<file path="config.mk">
export PLATFORM = sky130hd
export DESIGN_NAME = core_pipe_cf_arbiter
export DESIGN_NICKNAME = d
export VERILOG_FILES = /design/src/rtl/core_pipe_cf_arbiter.sv
export SDC_FILE = /design/constraint.sdc
export NUM_CORES = 1
export LEC_CHECK = 0
export ABC_CLOCK_PERIOD_IN_PS = 2000
export CAP_MARGIN = 15
export CORE_ASPECT_RATIO = 0.75
export CORE_MARGIN = 2
export CORE_UTILIZATION = 35
export DETAILED_ROUTE_END_ITERATION = 8
export PLACE_DENSITY = 0.78
export SLEW_MARGIN = 15
export SYNTH_ARGS = -nofsm -noshare
export SYNTH_HDL_FRONTEND = slang
export SYNTH_SLANG_ARGS = --single-unit
</file>
<file path="constraint.sdc">
create_clock -name g_clk -period 2 [get_ports g_clk]
set_input_delay 0.3 -clock g_clk [delete_from_list [all_inputs] [get_ports g_clk]]
set_output_delay 0.3 -clock g_clk [all_outputs]
set_load 0.01 [all_outputs]
</file>
<file path="src/rtl/core_pipe_cf_arbiter.sv">
// Control flow change arbiter: picks the oldest requesting stage and holds one registered request for fetch.
// Optional preemption of a pending request by an older stage: CORE_PIPE_CF_ARB_PREEMPT_EN.
module core_pipe_cf_arbiter #(
  parameter int XLEN       = 64,
  parameter int CF_CAUSE_W = 6
) (
  input  logic                  g_clk,
  input  logic                  g_reset,
  input  logic                  s1_cf_valid,
  input  logic [XLEN-1:0]       s1_cf_target,
  input  logic [CF_CAUSE_W-1:0] s1_cf_cause,
  output logic                  s1_cf_ack,
  input  logic                  s3_cf_valid,
  input  logic [XLEN-1:0]       s3_cf_target,
  input  logic [CF_CAUSE_W-1:0] s3_cf_cause,
  output logic                  s3_cf_ack,
  input  logic                  s4_cf_valid,
  input  logic [XLEN-1:0]       s4_cf_target,
  input  logic [CF_CAUSE_W-1:0] s4_cf_cause,
  output logic                  s4_cf_ack,
  output logic                  f_cf_valid,
  output logic [XLEN-1:0]       f_cf_target,
  output logic [CF_CAUSE_W-1:0] f_cf_cause,
  input  logic                  f_cf_ack,
  output logic                  flush_s1,
  output logic                  flush_s2,
  output logic                  flush_s3
);

  // state | meaning
  // IDLE  | no request held; arbitrate incoming requests
  // BUSY  | request held in registers and presented to fetch until f_cf_ack
  typedef enum logic {IDLE, BUSY} state_t;
  // Encoding order doubles as priority order for the preemption compare.
  typedef enum logic [1:0] {OWN_NONE, OWN_S1, OWN_S3, OWN_S4} owner_t;

  state_t                state;
  owner_t                owner;
  owner_t                winner;
  logic [XLEN-1:0]       win_target;
  logic [CF_CAUSE_W-1:0] win_cause;
  logic                  take_ack;
  logic                  preempt;

  always_comb begin
    winner     = OWN_NONE;
    win_target = '0;
    win_cause  = '0;
    if (s4_cf_valid) begin
      winner     = OWN_S4;
      win_target = s4_cf_target;
      win_cause  = s4_cf_cause;
    end else if (s3_cf_valid) begin
      winner     = OWN_S3;
      win_target = s3_cf_target;
      win_cause  = s3_cf_cause;
    end else if (s1_cf_valid) begin
      winner     = OWN_S1;
      win_target = s1_cf_target;
      win_cause  = s1_cf_cause;
    end
  end

  // A reset cycle must never leak an ack or flush, even if fetch acks.
  assign take_ack = (state == BUSY) && f_cf_ack && !g_reset;

`ifdef CORE_PIPE_CF_ARB_PREEMPT_EN
  assign preempt = (state == BUSY) && !f_cf_ack && (winner > owner);
`else
  assign preempt = 1'b0;
`endif

  always_ff @(posedge g_clk) begin
    if (g_reset) begin
      state       <= IDLE;
      owner       <= OWN_NONE;
      f_cf_valid  <= 1'b0;
      f_cf_target <= '0;
      f_cf_cause  <= '0;
    end else begin
      case (state)
        IDLE: begin
          if (winner != OWN_NONE) begin
            state       <= BUSY;
            owner       <= winner;
            f_cf_valid  <= 1'b1;
            f_cf_target <= win_target;
            f_cf_cause  <= win_cause;
          end
        end
        BUSY: begin
          if (f_cf_ack) begin
            state       <= IDLE;
            owner       <= OWN_NONE;
            f_cf_valid  <= 1'b0;
            f_cf_target <= '0;
            f_cf_cause  <= '0;
          end else if (preempt) begin
            owner       <= winner;
            f_cf_target <= win_target;
            f_cf_cause  <= win_cause;
          end
        end
        default: begin
          state      <= IDLE;
          owner      <= OWN_NONE;
          f_cf_valid <= 1'b0;
        end
      endcase
    end
  end

  assign s1_cf_ack = take_ack && (owner == OWN_S1);
  assign s3_cf_ack = take_ack && (owner == OWN_S3);
  assign s4_cf_ack = take_ack && (owner == OWN_S4);

  // Everything younger than the winning stage is killed.
  assign flush_s1  = take_ack && ((owner == OWN_S3) || (owner == OWN_S4));
  assign flush_s2  = take_ack && ((owner == OWN_S3) || (owner == OWN_S4));
  assign flush_s3  = take_ack && (owner == OWN_S4);

endmodule

</file>
==> metrics.txt <==
crit share post-route=0.949; Crit Path Max Fanout=3; largest family of logic cells by synthesized area=compound AO/OA/AOI/OAI gates; Iter 0 DRT Violations=between 150 and 200; critical path type=in2out; Largest stage delay, worst path=between 0.4 and 0.5 ns; Slew Limit Fails=0; final instance count without filler cells=~840; DP Area=a little under 7000 um^2; Leakage=between 2 and 3 nW; Max Cap Viol=0; Syn Std Cell Area=4050 um^2; CTS Root Cell=clkbuf_16; Synth Area in Adders=0; Clock Sink Count=between 70 and 80; CTS Buf Count=9; Design Area, Final=7230 um^2; Die Span Y=~97 um; CTS tree=done; Overall Global Routing Usage=0.233; number of port buffers=roughly 290; syn_nets=~650; slowest stage cell, crit path=clkdlybuf4s50_1; worst ir drop on vdd=around 0.47 mV; Clock Skews=0.00385 ns; Final TNS setup=0 ns; first-pass GRT wire length=about 24,000 um; sequential-to-total area share from yosys stat=0.366; Yosys reg bits=74; layout cells sized above 1=0.0570; die area=12,500 um^2; Worst slew margin=0.456; Final Wtd Congestion=0.795; Synth Warn #=0; total power=approximately 4.6 mW; Vias=around 4,700; worst path bufs/invs=3; Routed wire per std cell=approximately 18 um; Detailed Place HPWL=11,000 um; # DRC=0; initial antenna violation count=0; fraction of registers with async set/reset=0; Antenna Cells=0; Post-Route WL=about 15,000 um; WP data required=roughly 1.7 ns; Simple-Gate Fraction of Synth Area=0.197; Fill cells=892; Post-Synth XOR/XNOR Area=0; number of synthesized flops with an enable pin=0; dpl cells=between 800 and 900; critical path endpoint category=primary output; count of different cell masters after synthesis=28; Fin. Hold Viols=0; Syn Area/Cell=between 9 and 10 um^2; RSZ-0062 raised after global routing=false; Final Hold Slack=roughly 0.48 ns; post-synthesis mux area share=0; Clock transition at path regs=0.05 ns; mean number of vias per cell=5.54; post-route ant nets=0; htree depth=3; Post CTS Setup Buffer Count=0; Register Area=roughly 1500 um^2; Synth Area in Compound Gates=0.337; fmax=527 MHz; CP top delay family=buffers and inverters; Synth Flop Type=dfxtp_1; Setup-failing EPs final=0; crit path time final=~1.9 ns; largest net degree at the start of global routing=between 70 and 80; 1st-pass router iterations=5; io pins=roughly 290; initial core utilization=0.365; crit start category=input pin; crit-path cells=clkdlybuf4s50_1 -> nand2_1 -> nor3b_1 -> buf_4 -> and2_1 -> dlygate4sd2_1; Remaining Overflow, GRT=0; core footprint=about 11,000 um^2; Clock Path Buffers=2; Pwr per Cell Area=633 nW/um^2; Area Growth Syn to Fin=78.5%; actual slew at the worst max-slew pin=0.815 ns; WP data arrival=1.60 ns; vias in the first global route=roughly 4,700; Worst Hold Class=reg2reg; post-synthesis cell count=about 430; DIE WIDTH=roughly 130 um; site row count=33; status=finished clean; area of the multi-input gates=~2200 um^2; Skew-Pair Late Insertion Delay=~0.32 ns; post-layout net count=914
repair_timing:
action,in CTS,in global routing
hold endpoints to repair,0,0
hold buffers,0,0
resized for setup,6,1
endpoints found under the setup margin,6,1
cloned,0,0
through the flow:
step / util / worst slack [ns]
2_1_floorplan: - / 0.244
3_3_place_gp: 0.626 / -0.181
3_5_place_dp: 0.626 / -0.189
4_1_cts: 0.651 / 0.0889
5_1_grt: 0.651 / 0.0176
6_report: 0.651 / 0.101
flip-flops by register name (all words and copies together), names as in the netlist:
| register | count |
|---|---|
| f_cf_valid | 1 |
| f_cf_target | 64 |
| f_cf_cause | 6 |
| owner | 2 |
| state | 1 |
where the power goes:
group	internal [mW]	switching (mW)
clock	0.989	0.563
combinational	0.828	0.534
sequential	1.60	0.0674
layer usage:
layer	wire, um	global-route usage
met1	5980	0.262
met2	7840	0.421
met3	1260	0.0699
met4	348	0.0710
met5	0	0
cells in the mapped netlist, types with 2 or more instances:
library cell | n | area share
nor2_1 | 76 | 0.070
a221o_1 | 69 | 0.17
buf_8 | 2 | 0.0074
buf_2 | 7 | 0.0086
a21oi_1 | 4 | 0.0049
dfxtp_1 | 74 | 0.37
nor2b_1 | 2 | 0.0031
dlygate4sd1_1 | 6 | 0.013
nand2_1 | 2 | 0.0019
clkbuf_1 | 19 | 0.018
a32oi_1 | 70 | 0.15
nand2b_1 | 69 | 0.11
buf_4 | 9 | 0.017
buf_6 | 10 | 0.028
cell type report:
type	instances	share of cell area
sequential	74	0.205
clock inverter	3	0.00554
inverter	1	0.000519
clock buffer	12	0.0341
multi-input combinational	302	0.300
tap	140	0.0242
timing repair buffer	310	0.431
cell usage in the layout, fill, tap and decap left out, drive strengths merged:
master	netlist	routed
a21oi	4	4
bufinv	0	1
nor3	1	1
o21ai	1	1
o41ai	1	1
clkdlybuf4s15	0	1
nor3b	1	1
dfxtp	74	74
clkinv	0	2
or2b	1	1
nand2	2	2
nor2	77	77
buf	28	21
dlygate4sd2	0	5
and2	1	1
inv	1	1
a32oi	70	70
a2bb2oi	1	1
nand2b	70	70
clkdlybuf4s50	0	283
nor4b	1	1
clkbuf	21	12
a221o	69	69
nor2b	2	2
cells by family after synthesis:
logic type             Yosys count
buffers and inverters           57
flip-flops                      74
AO/OA/AOI/OAI                  146
AND/OR/NAND/NOR                156
path summary, 6_finish.rpt:
kind | start | to | slack, ns | cells past startpoint
setup / recovery | f_cf_ack | flush_s3 | 0.10 | 6
hold / removal | f_cf_target[58]$_SDFFE_PP0P_ | f_cf_target[58]$_SDFFE_PP0P_ | 0.48 | 2
hold reg to reg | f_cf_target[58]$_SDFFE_PP0P_ | f_cf_target[58]$_SDFFE_PP0P_ | 0.48 | 2
setup reg to reg | state$_SDFF_PP0_ | f_cf_target[59]$_SDFFE_PP0P_ | 0.51 | 5
worst register-to-register path, delay by kind of cell, from the launching register on:
family	cells	cell delay, ns
buffers and inverters	2	0.54
AOI/OAI and AO/OA	2	0.48
DFF	1	0.31
and+or+nand+nor	1	0.10
Note: power is estimated with default switching activity, not from simulation.
